<file path="src/rtl/div_seq_32_pkg.sv">
// div_seq_32_pkg: shared widths and FSM encoding for the sequential divider
package div_seq_32_pkg;
  localparam int DIV_WIDTH = 32;
  localparam int DIV_ITERS = 32;
  typedef enum logic [2:0] {
    S_IDLE = 3'd0,
    S_RUN  = 3'd1,
    S_FIX  = 3'd2,
    S_DONE = 3'd3,
    S_DZ   = 3'd4
  } state_t;
endpackage

</file>
<file path="src/rtl/div_seq_32_step.sv">
// div_seq_32_step: one combinational restoring-division step
module div_seq_32_step
  import div_seq_32_pkg::*;
#(
  parameter int WIDTH = DIV_WIDTH
) (
  input  logic [WIDTH-1:0] rem,
  input  logic [WIDTH-1:0] q,
  input  logic [WIDTH-1:0] divisor,
  output logic [WIDTH-1:0] rem_next,
  output logic [WIDTH-1:0] q_next
);
  logic [WIDTH:0] shifted;
  logic [WIDTH:0] trial;
  // shift {rem,q} left and keep the trial difference only when it does not borrow
  always_comb begin
    shifted  = {rem, q[WIDTH-1]};
    trial    = shifted - {1'b0, divisor};
    rem_next = trial[WIDTH] ? shifted[WIDTH-1:0] : trial[WIDTH-1:0];
    q_next   = {q[WIDTH-2:0], ~trial[WIDTH]};
  end
endmodule

</file>
<file path="src/rtl/div_seq_32.sv">
// div_seq_32: multi-cycle signed divider, quotient truncated toward zero
module div_seq_32
  import div_seq_32_pkg::*;
#(
  parameter int WIDTH = DIV_WIDTH,
  parameter int CNT_W = 6
) (
  input  logic             clock,
  input  logic             reset,
  input  logic             ctrl_div,
  input  logic [WIDTH-1:0] data_operandA,
  input  logic [WIDTH-1:0] data_operandB,
  output logic [WIDTH-1:0] data_result,
  output logic             data_exception,
  output logic             data_resultRDY,
  output logic             busy
);
  state_t             state_q, state_d;
  logic [CNT_W-1:0]   cnt_q, cnt_d;
  logic [WIDTH-1:0]   rem_q, rem_d, quo_q, quo_d, dvs_q, dvs_d, result_q, result_d;
  logic               sign_q, sign_d, exc_q, exc_d, rdy_q, rdy_d, busy_q, busy_d;
  logic [WIDTH-1:0]   rem_nx, quo_nx, a_abs, b_abs;
  div_seq_32_step #(.WIDTH(WIDTH)) u_step (
    .rem     (rem_q),
    .q       (quo_q),
    .divisor (dvs_q),
    .rem_next(rem_nx),
    .q_next  (quo_nx)
  );
  // next-state logic: a start overrides whatever is in flight
  always_comb begin
    a_abs    = data_operandA[WIDTH-1] ? -data_operandA : data_operandA;
    b_abs    = data_operandB[WIDTH-1] ? -data_operandB : data_operandB;
    state_d  = state_q;
    cnt_d    = cnt_q;
    rem_d    = rem_q;
    quo_d    = quo_q;
    dvs_d    = dvs_q;
    sign_d   = sign_q;
    result_d = result_q;
    exc_d    = exc_q;
    if (ctrl_div) begin
      state_d = |data_operandB ? S_RUN : S_DZ;
      cnt_d   = '0;
      rem_d   = '0;
      quo_d   = a_abs;
      dvs_d   = b_abs;
      sign_d  = data_operandA[WIDTH-1] ^ data_operandB[WIDTH-1];
    end else if (state_q == S_RUN) begin
      rem_d   = rem_nx;
      quo_d   = quo_nx;
      cnt_d   = cnt_q + 1'b1;
      state_d = (cnt_q == CNT_W'(WIDTH - 1)) ? S_FIX : S_RUN;
    end else if (state_q == S_FIX) begin
      result_d = sign_q ? -quo_q : quo_q;
      exc_d    = 1'b0;
      state_d  = S_DONE;
    end else if (state_q == S_DZ) begin
      result_d = '0;
      exc_d    = 1'b1;
      state_d  = S_DONE;
    end else if (state_q == S_DONE) begin
      state_d = S_IDLE;
    end
    rdy_d  = state_d == S_DONE;
    busy_d = state_d != S_IDLE;
  end
  // state and registered outputs; reset aborts any divide without a ready pulse
  always_ff @(posedge clock) begin
    if (reset) begin
      state_q  <= S_IDLE;
      cnt_q    <= '0;
      rem_q    <= '0;
      quo_q    <= '0;
      dvs_q    <= '0;
      sign_q   <= 1'b0;
      result_q <= '0;
      exc_q    <= 1'b0;
      rdy_q    <= 1'b0;
      busy_q   <= 1'b0;
    end else begin
      state_q  <= state_d;
      cnt_q    <= cnt_d;
      rem_q    <= rem_d;
      quo_q    <= quo_d;
      dvs_q    <= dvs_d;
      sign_q   <= sign_d;
      result_q <= result_d;
      exc_q    <= exc_d;
      rdy_q    <= rdy_d;
      busy_q   <= busy_d;
    end
  end
  assign data_result    = result_q;
  assign data_exception = exc_q;
  assign data_resultRDY = rdy_q;
  assign busy           = busy_q;
endmodule

</file>
<file path="config.mk">
export PLATFORM = sky130hd
export DESIGN_NAME = div_seq_32
export DESIGN_NICKNAME = d
export VERILOG_FILES = /design/src/rtl/div_seq_32_pkg.sv /design/src/rtl/div_seq_32_step.sv /design/src/rtl/div_seq_32.sv
export SDC_FILE = /design/constraint.sdc
export NUM_CORES = 1
export LEC_CHECK = 0
export CORE_MARGIN = 10
export CORE_UTILIZATION = 60
export DETAILED_ROUTE_END_ITERATION = 10
export GPL_TIMING_DRIVEN = 0
export PLACE_DENSITY_LB_ADDON = 0.12
export SLEW_MARGIN = 20
export SYNTH_ARGS = -nofsm -noshare
export SYNTH_HDL_FRONTEND = slang
export SYNTH_SLANG_ARGS = --single-unit
</file>
<file path="constraint.sdc">
create_clock -name clock -period 7.8 [get_ports clock]
set_input_delay 1.56 -clock clock [delete_from_list [all_inputs] [get_ports clock]]
set_output_delay 1.56 -clock clock [all_outputs]
set_load 0.02 [all_outputs]
</file>
# After elaboration in Yosys (flattened, before gate mapping)

Cells that the tools add are included.

Add/sub/neg operators: 5
Multipliers: 0
Divide/modulo/power cells: 0
$lt $le $gt $ge: 0
Equality and inequality tests: 6
Shifts and indexed selects: 0
Multiplexer cells: 17
Bitwise operators: 4
Reductions and logical operators: 6

Operator list:

| kind                                                             | number |
|---|---|
| 32-bit two-way mux                                               | 8 |
| 32-bit negator                                                   | 3 |
| 33-bit by 32-bit subtractor with 33-bit output                   | 1 |
| 32-bit OR reduction                                              | 1 |
| 3-bit two-way mux                                                | 6 |
| 3-bit by 2-bit == test with 1-bit output (second input constant) | 3 |
| 6-bit by 1-bit adder with 6-bit output (second input constant)   | 1 |
| 6-bit by 5-bit == test with 1-bit output (second input constant) | 1 |
| 2-bit nonzero test                                               | 2 |
| 3-bit by 1-bit == test with 1-bit output (second input constant) | 1 |
| 3-bit == test (second input constant)                            | 1 |
| 1-bit inverter                                                   | 3 |
| 3-bit AND reduction                                              | 1 |
| 3-bit nonzero test                                               | 1 |
| 1-bit two-way mux                                                | 2 |
| 2-bit two-way mux                                                | 1 |
| 2-bit OR reduction                                               | 1 |
| 1-bit XOR                                                        | 1 |

Register bits after elaboration: 141
Bits in latches: 0
Bits in writable memories: 0
Memory bits (read-only): 0
Memories kept: 0

# Longest topological paths before layout

Word-level depth: 7
Depth in mapped cells: 14
Depth with buffers taken out: 12

# Cells and area by module

From an unflattened synthesis, not the netlist that was laid out.

Cell total of the unflattened synthesis: 1,213
Area total of the unflattened synthesis: 9,739.3 sq um

Modules (own cells, without submodules):

| module          | instances | cells each | area each (sq um) |
|---|---|---|---|
| div_seq_32      | 1         | 877        | 7,148.1 |
| div_seq_32_step | 1         | 336        | 2,591.2 |

# Worst setup path after synthesis

Ideal clock, no wire load.

Kind: input to register
Start point: input port data_operandB[9]
End point: register state_q[0]
Setup time: 0.114 ns
Arrival time: 4.443 ns
Data required time: 7.686 ns
Path slack: 3.243 ns
Stages: 8
Buffers on the path: 0
Cell sequence: or4_1 > or4_1 > or2_1 > or4_4 > or3_4 > or4_1 > or3_1 > nor2b_1

Longest elaborated chain between the ends: 3

Ends and longest elaborated chain:

| element                | RTL line         | text |
|---|---|---|
| start: declaration     | div_seq_32.sv:12 | `input logic [WIDTH-1:0] data_operandB,` |
| 32-bit OR reduction    | div_seq_32.sv:43 | `state_d = \|data_operandB ? S_RUN : S_DZ;` |
| 3-bit two-way mux      | div_seq_32.sv:43 |  |
| 3-bit two-way mux      | div_seq_32.sv:42 | `if (ctrl_div) begin` |
| end signal: assignment | div_seq_32.sv:82 | `state_q <= state_d;` |
| end: declaration       | div_seq_32.sv:18 | `state_t state_q, state_d;` |

Every way passes these cells.
A chain may end at the register's enable or synchronous reset.

# Worst setup path after layout

Start point: input port data_operandB[13]
End point: register state_q[0]

Same word-level chain as after synthesis.

==> metrics <==
Synth area leaders dfxtp_1, xnor2_1, nand2_1; Primary FF master, synth dfxtp_1; worst reg2reg setup slack ~3.8 ns; total number of vias between 9,000 and 10,000; Routed WL roughly 29 mm; average cell area after synthesis around 7.4 sq um; first-pass GRT wire length 45.3 mm; first-pass iteration count of the detailed router 6; register area between 2000 and 3000 sq um; critical path launch point type primary input; wire per inst roughly 18 um; Synthesis Warnings 0; critical path endpoint category flip-flop; RePlAce Congestion slightly below 1; Sink Count ~140; Place WS roughly 2.5 ns; Reg clk slew, reported paths ~0.06 ns; drt via density slightly above 6; post-route ant nets 0; FP Rows 45; Crit path arrival time ~5.2 ns; IO Pins 102; layout cell share with drive strength beyond 1 under 10%; status finished clean; flops & latches, synth 141; CP bufs+invs 1; synthesized area around 9200 sq um; max-slew violations 0; met2 routed WL roughly 12 mm; wire length on met3 between 3 and 4 mm; Clk Latency, worst-skew pair 0.44 ns; Setup WS post-layout 2.91 ns; Multi-input gate area approximately 6000 sq um; setup repair bufs after CTS 0; Die W approximately 140 um; Clock Tree Buf Depth 2; antenna cells 0; Final Non-Filler Cells about 1,600; minimum clock period 4.89 ns; Worst VDD drop 0.176 mV; crit-path cells clkdlybuf4s50_1, or4_4, or4_1, or2_1, or4_4, or3_4, or4_1, or3_1, nor2b_1; die height 144 um; Die ar. between 20,000 and 25,000 sq um; # Max-Cap Violations 0; CP max stage cell or4_4; Tcrit/Tclk final a little over three fifths; sequential area share after synthesis a little under a third; Min-Delay Path Class flip-flop to flip-flop; Initial Utilization around three fifths; Synth async-reset ratio 0%; P per Cell Area around 190 nW/um^2; fmax ~0.2 GHz; leading area contributor after synthesis dfxtp_1; CTS hold repair buffers 0; post-DP HPWL around 22 mm; CP delay by family, top simple AND/OR/NAND/NOR gates; Post-synth EDFFs 0; placed cell count approximately 1,500; Final nets 1,463; Commonest cells post-synth nand2_1, nor2_1, dfxtp_1; hold_ws approximately 0.48 ns; Root Buffer Master clkbuf_16; Distinct cells, synth 53; Cells after Synth between 1,000 and 1,500; Num CTS Buffers 17; met1 WL about 13 mm; actual slew at the worst max-slew pin around 0.94 ns; overall routing resource usage between 20% and 30%; crit path kind primary input to flip-flop; crit-path max FO 5; RSZ-0062 raised after global routing false; post-CTS sizing 0; top-area cell type share of the netlist area 30.6%; top sig layer met4; Fin. Hold Viols 0; PortBufs 100; critical path required time just over 8 ns; largest net degree at the start of global routing 17; Iter 0 DRT Violations slightly below 1,000; Area Growth Syn to Fin 19.5%; H-tree depth 4; CTS tree built; final-report setup violation count 0; Core Region ~15,000 sq um; count leader, synth nand2_1; biggest cell delay along the critical path around 0.58 ns; initial antenna violation count 1; Max-Slew Margin vs Limit 36.6%; vias in the first global route 8,721; DRC 0; setup_tns 0 ns; Filler cells approximately 1,300; Overflow after GRT 0; Pleak between 0.004 and 0.005 uW; Synthesized Nets ~1,300; Setup Skew ~0.010 ns
[state kept, by name (all words and copies together) (netlist names), 3 cells and up]
signal / flops
state_q: 3
cnt_q: 6
data_result: 32
quo_q: 32
rem_q: 32
dvs_q: 32
[layer usage]
metal / global-route usage, % / vias to the layer above
li1: - / 4649
met1: 40.0 / 4448
met2: 39.0 / 477
met3: 5.84 / 58
met4: 7.04 / 0
met5: 0 / -
[power breakdown]
group | total (uW) | leakage [uW] | internal, uW | switching, uW
Sequential | 789 | 0.00115 | 753 | 35.9
Combinational | 522 | 0.00261 | 207 | 315
Clock | 787 | 0.000274 | 442 | 344
Total | 2100 | 0.00403 | 1400 | 695
[tightest hold or removal path, cell delays in order, from the launching register on]
cell     delay, ns
dfxtp_1       0.32
nand2_1       0.06
a21oi_1       0.05
[kinds of logic after synthesis]
kind of cell,count (synthesis),synth area share (%)
flip-flops,141,30.6
XOR/XNOR,115,10.9
adder cells (fa/ha/maj),37,5.10
buffers and inverters,120,4.88
AO/OA/AOI/OAI,354,24.4
multiplexers,17,1.84
AND/OR/NAND/NOR,456,22.3
[worst paths after layout]
path	start	end	cells past startpoint
max	data_operandB[13]	state_q[0]	9
min	data_exception	data_exception	2
min reg2reg	data_exception	data_exception	2
max reg2reg	quo_q[31]	quo_q[0]	14
[final cells by class]
class / instances / share of cell area (%)
Buffer: 73 / 2.48
Clock buffer: 17 / 3.86
Clock inverter: 15 / 1.26
Inverter: 47 / 1.60
Multi-Input combinational cell: 979 / 54.0
Sequential cell: 141 / 25.6
Tap cell: 188 / 2.13
Timing Repair Buffer: 100 / 9.08
[cell usage in the layout (no fill, tap or decap), drive strengths merged, types with 12 or more instances in the layout]
cell / instances
a211oi: 30
a21o: 15
a21oi: 114
a22oi: 31
a311oi: 18
clkbuf: 83
clkdlybuf4s50: 100
dfxtp: 141
ha: 36
inv: 51
mux2i: 17
nand2: 165
nand3: 16
nand4: 12
nor2: 158
nor3: 22
o21a: 13
o21ai: 67
o31ai: 26
or3: 15
or4: 18
xnor2: 76
xor2: 39
[metrics by stage]
stage	utilization (%)	power, uW	instance area, sq um
after floorplan	-	1150	9230
after global placement	69.1	1300	10500
after detailed placement	69.1	1310	10500
after CTS	72.8	2080	11000
after global routing	72.8	2180	11000
final	72.8	2100	11000
Note: power is estimated with default switching activity, not from simulation.
